==> src/rtl/fetch_sequencer_if.sv <==
// Fetch-side bundle: issue control, InstructionMemory port and the decode handshake.
interface fetch_sequencer_if;
  logic        fetch_en;
  logic        redirect_valid;
  logic [31:0] redirect_pc;
  logic [31:0] imem_addr;
  logic [31:0] imem_rdata;
  logic        out_valid;
  logic        out_ready;
  logic [31:0] out_instr;
  logic [31:0] out_pc;
  logic        busy;

  modport slave (
    input  fetch_en, redirect_valid, redirect_pc, imem_rdata, out_ready,
    output imem_addr, out_valid, out_instr, out_pc, busy
  );

  modport master (
    output fetch_en, redirect_valid, redirect_pc, imem_rdata, out_ready,
    input  imem_addr, out_valid, out_instr, out_pc, busy
  );
endinterface

==> src/rtl/fetch_sequencer.sv <==
// Instruction-fetch controller: owns the PC, tracks the one-cycle memory latency
// and buffers returned instructions in a 2-entry skid FIFO toward decode.
module fetch_sequencer #(
  parameter logic [31:0] RESET_PC = 32'h0000_0000,
  parameter int          DEPTH    = 2
) (
  input  logic               clk,
  input  logic               rst,
  fetch_sequencer_if.slave   bus
);

  typedef enum logic {IDLE = 1'b0, FETCH = 1'b1} state_e;
  localparam logic [31:0] PC_ALIGN_MASK = 32'hFFFF_FFFC;

  state_e      state_q, state_d;
  logic [31:0] fetch_pc_q, fetch_pc_d;
  logic        inflight_q, inflight_d;
  logic [31:0] inflight_pc_q, inflight_pc_d;
  logic [1:0]  count_q, count_d;
  logic        rd_ptr_q, rd_ptr_d;
  logic [31:0] fifo_instr_q [DEPTH];
  logic [31:0] fifo_instr_d [DEPTH];
  logic [31:0] fifo_pc_q    [DEPTH];
  logic [31:0] fifo_pc_d    [DEPTH];

  logic        pop_s;
  logic        push_s;
  logic        credit_ok_s;
  logic        issue_s;
  logic        wr_idx_s;
  logic [31:0] issue_pc_s;

  // State register.
  always_ff @(posedge clk or posedge rst) begin
    if (rst) begin
      state_q       <= IDLE;
      fetch_pc_q    <= RESET_PC & PC_ALIGN_MASK;
      inflight_q    <= 1'b0;
      inflight_pc_q <= 32'h0000_0000;
      count_q       <= 2'd0;
      rd_ptr_q      <= 1'b0;
      for (int i = 0; i < DEPTH; i++) begin
        fifo_instr_q[i] <= 32'h0000_0000;
        fifo_pc_q[i]    <= 32'h0000_0000;
      end
    end else begin
      state_q       <= state_d;
      fetch_pc_q    <= fetch_pc_d;
      inflight_q    <= inflight_d;
      inflight_pc_q <= inflight_pc_d;
      count_q       <= count_d;
      rd_ptr_q      <= rd_ptr_d;
      for (int i = 0; i < DEPTH; i++) begin
        fifo_instr_q[i] <= fifo_instr_d[i];
        fifo_pc_q[i]    <= fifo_pc_d[i];
      end
    end
  end

  // Next-state logic.
  always_comb begin
    state_d = state_q;
    case (state_q)
      IDLE:    if (bus.fetch_en) state_d = FETCH; else state_d = IDLE;
      FETCH:   if (!bus.fetch_en) state_d = IDLE; else state_d = FETCH;
      default: state_d = IDLE;
    endcase
  end

  // Issue, credit and FIFO update.
  always_comb begin
    pop_s  = (count_q != 2'd0) && bus.out_ready;
    push_s = inflight_q && !bus.redirect_valid;
    // Entries held plus the one in flight, minus what leaves now, must leave a free slot.
    credit_ok_s = ({1'b0, count_q} + {2'b00, inflight_q}) <= ({2'b00, pop_s} + 3'd1);
    issue_pc_s  = bus.redirect_valid ? (bus.redirect_pc & PC_ALIGN_MASK) : fetch_pc_q;
    // A redirect empties the FIFO and drops the inflight word, so it may always issue.
    issue_s     = (state_q == FETCH) && bus.fetch_en && (bus.redirect_valid || credit_ok_s);
    wr_idx_s    = rd_ptr_q ^ count_q[0];

    fetch_pc_d    = issue_s ? (issue_pc_s + 32'd4) : issue_pc_s;
    inflight_d    = issue_s;
    inflight_pc_d = issue_s ? issue_pc_s : inflight_pc_q;

    if (bus.redirect_valid) begin
      count_d  = 2'd0;
      rd_ptr_d = 1'b0;
    end else begin
      count_d  = count_q + {1'b0, push_s} - {1'b0, pop_s};
      rd_ptr_d = rd_ptr_q ^ pop_s;
    end

    for (int i = 0; i < DEPTH; i++) begin
      if (push_s && (int'(wr_idx_s) == i)) begin
        fifo_instr_d[i] = bus.imem_rdata;
        fifo_pc_d[i]    = inflight_pc_q;
      end else begin
        fifo_instr_d[i] = fifo_instr_q[i];
        fifo_pc_d[i]    = fifo_pc_q[i];
      end
    end
  end

  // Outputs.
  always_comb begin
    bus.imem_addr = issue_pc_s >> 2;
    bus.out_valid = (count_q != 2'd0);
    bus.out_instr = fifo_instr_q[rd_ptr_q];
    bus.out_pc    = fifo_pc_q[rd_ptr_q];
    bus.busy      = (state_q == FETCH) || inflight_q;
  end

endmodule

==> src/flat_wrapper.sv <==
// flat-port wrapper written by rule: the top's interface ports become plain ports
module fetch_sequencer_flat 
#(
  parameter logic [31:0] RESET_PC = 32'h0000_0000,
  parameter int          DEPTH    = 2
)
  (clk, rst, bus_fetch_en, bus_redirect_valid, bus_redirect_pc, bus_imem_rdata, bus_out_ready, bus_imem_addr, bus_out_valid, bus_out_instr, bus_out_pc, bus_busy);
  fetch_sequencer_if bus_i ();
  input  logic clk;
  input  logic rst;
  input wire logic [$bits(bus_i.fetch_en)-1:0] bus_fetch_en;
  input wire logic [$bits(bus_i.redirect_valid)-1:0] bus_redirect_valid;
  input wire logic [$bits(bus_i.redirect_pc)-1:0] bus_redirect_pc;
  input wire logic [$bits(bus_i.imem_rdata)-1:0] bus_imem_rdata;
  input wire logic [$bits(bus_i.out_ready)-1:0] bus_out_ready;
  output wire logic [$bits(bus_i.imem_addr)-1:0] bus_imem_addr;
  output wire logic [$bits(bus_i.out_valid)-1:0] bus_out_valid;
  output wire logic [$bits(bus_i.out_instr)-1:0] bus_out_instr;
  output wire logic [$bits(bus_i.out_pc)-1:0] bus_out_pc;
  output wire logic [$bits(bus_i.busy)-1:0] bus_busy;
  assign bus_i.fetch_en = bus_fetch_en;
  assign bus_i.redirect_valid = bus_redirect_valid;
  assign bus_i.redirect_pc = bus_redirect_pc;
  assign bus_i.imem_rdata = bus_imem_rdata;
  assign bus_i.out_ready = bus_out_ready;
  assign bus_imem_addr = bus_i.imem_addr;
  assign bus_out_valid = bus_i.out_valid;
  assign bus_out_instr = bus_i.out_instr;
  assign bus_out_pc = bus_i.out_pc;
  assign bus_busy = bus_i.busy;
  fetch_sequencer #(.RESET_PC(RESET_PC), .DEPTH(DEPTH)) u_core (.clk(clk), .rst(rst), .bus(bus_i));
endmodule
==> config.mk <==
export PLATFORM = sky130hd
export DESIGN_NAME = fetch_sequencer_flat
export DESIGN_NICKNAME = d
export VERILOG_FILES = /design/src/rtl/fetch_sequencer_if.sv /design/src/rtl/fetch_sequencer.sv /design/src/flat_wrapper.sv
export SDC_FILE = /design/constraint.sdc
export NUM_CORES = 1
export LEC_CHECK = 0
export ABC_CLOCK_PERIOD_IN_PS = 8290
export BUFFER_PORTS_ARGS = -buffer_cell sky130_fd_sc_hd__buf_2
export CAP_MARGIN = 20
export CELL_PAD_IN_SITES_DETAIL_PLACEMENT = 0
export CELL_PAD_IN_SITES_GLOBAL_PLACEMENT = 1
export CORE_ASPECT_RATIO = 1.25
export CORE_MARGIN = 5
export CORE_UTILIZATION = 45
export CTS_CLUSTER_DIAMETER = 120
export CTS_CLUSTER_SIZE = 10
export DETAILED_ROUTE_END_ITERATION = 8
export PLACE_DENSITY_LB_ADDON = 0.15
export SYNTH_ARGS = -nofsm -noshare
export SYNTH_HDL_FRONTEND = slang
export SYNTH_SLANG_ARGS = --single-unit
==> constraint.sdc <==
create_clock -name clk -period 8.29 [get_ports clk]
set_input_delay 1.658 -clock clk [delete_from_list [all_inputs] [get_ports clk]]
set_output_delay 1.658 -clock clk [all_outputs]
set_load 0.1 [all_outputs]
==> summary.txt <==
Status
  • Status: complete, no violations

STA
  • Final worst-path cycle share: 66.91%
  • Final-report max-slew violation count: 0
  • Final hold slack: 0.5034 ns
  • RSZ-0062 raised after global routing: no
  • Post-layout min period: 5.547 ns
  • Final setup skew: 0.007345 ns
  • Number of failing hold endpoints at the final stage: 0
  • Final setup violating endpoints: 0
  • Slew at the pin closest to its max-slew limit: 0.9735 ns
  • Max Clk Rate: 180.3 MHz
  • Max_slew headroom: 35.10%
  • Setup TNS Final: 0 ns

Drt
  • Post-route DRC: 0
  • Antenna-violating nets left: 0
  • First-iteration detailed-routing DRC count: 190
  • WL/cell: 17.44 microns
  • Routed wire length: 19530 microns
  • Number of detailed-route iterations in the first pass: 5
  • Vias per cell: 5.104
  • Total via count in the routed design: 5717

Finish
  • Fillers: 1755
  • Most common cell after layout, fill and taps aside: mux2_2
  • Layout cells sized above 1: 49.18%
  • Design area: 10650 sq um
  • Most frequent cells in the layout: mux2_2 (197), dfrtp_1 (196), buf_2 (162)
  • Area growth, synth to finish: 18.02%
  • Antenna diode count: 0
  • Total Nets Final: 912
  • Final cell utilization of the core: 53.39%

Synth
  • Number of storage elements in the synthesis netlist: 197
  • Portion of synthesized cell area occupied by the leading cell type: 54.61%
  • Post-synth EDFFs: 0
  • Number of distinct standard cells referenced by the synthesized netlist: 44
  • Portion of the post-synthesis area used by sequential elements: 54.61%
  • Most area-consuming cells after synthesis: dfrtp_1 (55%), mux2_2 (25%), mux2i_1 (3.1%), xnor2_1 (2.7%), nand2_1 (1.9%)
  • Syn avg cell area: 13.18 sq um
  • Number of instances in the synthesized netlist: 685
  • Primary flip-flop cell chosen by synthesis mapping: dfrtp_1
  • Netlist Area Pre-Place: 9027 sq um
  • Ys async rst share: 100.0%
  • Number of warnings issued by yosys: 0
  • Largest area contributor in the synthesized netlist: dfrtp_1

Floorplanning
  • Horizontal die dimension: 136.7 microns
  • Area enclosed by the die boundary: 23010 sq um
  • Standard cell core area: 19960 sq um
  • Starting Density: 45.24%
  • Standard-cell row count: 58
  • I/O pin count: 167
  • Die height: 168.4 microns

Placed design
  • DP Area: 10050 sq um
  • # port buffers: 162
  • Half-perimeter wire length after placement: 13180 microns
  • Routability Congestion: 0.8538

Run
  • Max-cap viol count: 0

Clocking
  • Longest Clk Path Bufs: 2
  • Register clock-pin slew on the reported worst setup and hold paths: 0.06 ns
  • CTS resizes: 0
  • Sink count of the clock tree: 197
  • Post-CTS setup buffers: 0
  • Worst-Skew Late Latency: 0.42 ns
  • TritonCTS clock tree: yes
  • Clock tree root buffer cell: clkbuf_16
  • H-tree depth: 4
  • Number of hold buffers added after cts: 0
  • Number of buffers added by the clock tree synthesis step: 17

Worst setup path
  • Critical Path Fanout Max: 33
  • WS Path Type: input pin to primary output
  • Arrival time at the worst endpoint: 3.89 ns
  • Crit start category: input pin
  • Type of destination of the critical path: primary output
  • Setup crit start: bus_redirect_valid
  • Startpoint of the most critical register-to-register path: u_core.count_q[0]
  • Worst reg-to-reg setup slack: 4.70 ns
  • Logic depth of the worst register-to-register path: 11
  • Crit path capture: bus_imem_addr[21]
  • Reg-to-reg endpoint: u_core.fetch_pc_q[26]
  • Required time of the critical path: 6.63 ns

Global routing
  • Initial antenna violation count: 0
  • Overall overflow remaining after global route: 0
  • First-pass GRT wire length: 31740 microns
  • Number of global-route vias before repair: 6245
  • GRT Resource Usage Total: 17.38%
  • Largest net degree at the start of global routing: 121

Min path
  • Hold Path Class: flip-flop to flip-flop

Power and ir drop
  • Leak pwr: 5.129 nW
  • Peak ir drop on the vdd network: 0.0001845 V
  • Power per unit of standard cell area: 329.3 nW/um^2
-- cell usage after synthesis (2+ instances only) --
master / n
nand4_1: 4
nor4_2: 3
nor2_1: 13
mux2i_1: 28
nor3_1: 5
nand4b_1: 4
nand3_1: 10
a22oi_2: 2
mux2_2: 197
inv_1: 35
dfrtp_1: 197
xor2_1: 2
nor2b_1: 6
o21ai_0: 32
buf_1: 2
buf_4: 3
or2_2: 2
nand2_1: 46
ha_1: 5
and4_1: 2
buf_6: 2
nand4_2: 3
buf_2: 11
clkbuf_1: 17
nor3b_1: 2
xnor2_1: 28
a21oi_1: 7
-- critical path, stage by stage --
cell     delay, ns
buf_2         0.56
buf_4         0.50
mux2i_1       0.62
inv_1         0.18
buf_2         0.34
-- cells by family (layout without fill, tap and decap cells) --
family | count (synthesis) | after routing | synth area share [%]
AO/OA/AOI/OAI | 48 | 48 | 3.576
XOR/XNOR | 30 | 30 | 2.911
adder cells (fa/ha/maj) | 6 | 6 | 0.9148
buffers and inverters | 72 | 236 | 3.562
flip-flops | 197 | 197 | 54.61
multiplexers | 225 | 225 | 27.68
other | 1 | 2 | 0.04154
AND/OR/NAND/NOR | 106 | 106 | 6.708
-- metrics by stage --
| step | instances | setup slack, ns | power [mW] |
|---|---|---|---|
| 2_1_floorplan | 686 | 1.263 | 2.513 |
| 3_3_place_gp | 1087 | 2.774 | 2.702 |
| 3_5_place_dp | 1087 | 2.768 | 2.739 |
| 4_1_cts | 1119 | 2.755 | 3.550 |
| 5_1_grt | 1120 | 2.639 | 3.661 |
| 6_report | 1120 | 2.743 | 3.509 |
-- layer usage --
layer | vias up | global-route usage, % | wire length [microns]
met5 | - | 0 | 0
met4 | 0 | 4.910 | 201
met3 | 18 | 3.646 | 903
met2 | 134 | 28.57 | 9586
met1 | 2883 | 23.26 | 8840
li1 | 2682 | - | -
-- layout make-up --
class / count / area, sq um / area share (%)
multi-input combinational: 417 / 3795 / 35.62
clock inverter: 14 / 142.6 / 1.339
inverter: 36 / 142.6 / 1.339
tap: 270 / 337.8 / 3.171
timing repair buffer: 168 / 875.8 / 8.221
sequential: 197 / 4931 / 46.28
clock buffer: 18 / 429.2 / 4.028
-- report_power, final --
part	internal (mW)	leakage (nW)	switching, mW
sequential	1.18	2.48	0.112
combinational	0.330	2.38	1.09
clock	0.423	0.270	0.376
-- flip-flops by register name, summed over array words and instances (netlist names) --
signal	flops
u_core.fetch_pc_q	32
u_core.inflight_pc_q	32
u_core.state_q	1
u_core.rd_ptr_q	1
u_core.count_q	2
u_core.inflight_q	1
u_core.fifo_instr_q	64
u_core.fifo_pc_q	64
-- worst min-delay path by stage --
stage	slack (ns)	from	end	cells past startpoint
detailed placement	0.49	u_core.fifo_pc_q[57]	u_core.fifo_pc_q[57]	1
finish	0.50	u_core.fifo_pc_q[1]	u_core.fifo_pc_q[1]	1
floorplan	0.46	u_core.inflight_pc_q[11]	u_core.inflight_pc_q[11]	2
global route	0.52	u_core.fifo_instr_q[10]	u_core.fifo_instr_q[10]	1
CTS	0.51	u_core.inflight_pc_q[5]	u_core.inflight_pc_q[5]	2
global placement	0.47	u_core.inflight_pc_q[9]	u_core.inflight_pc_q[9]	2
No activity file was read; power rests on OpenSTA's default activity.
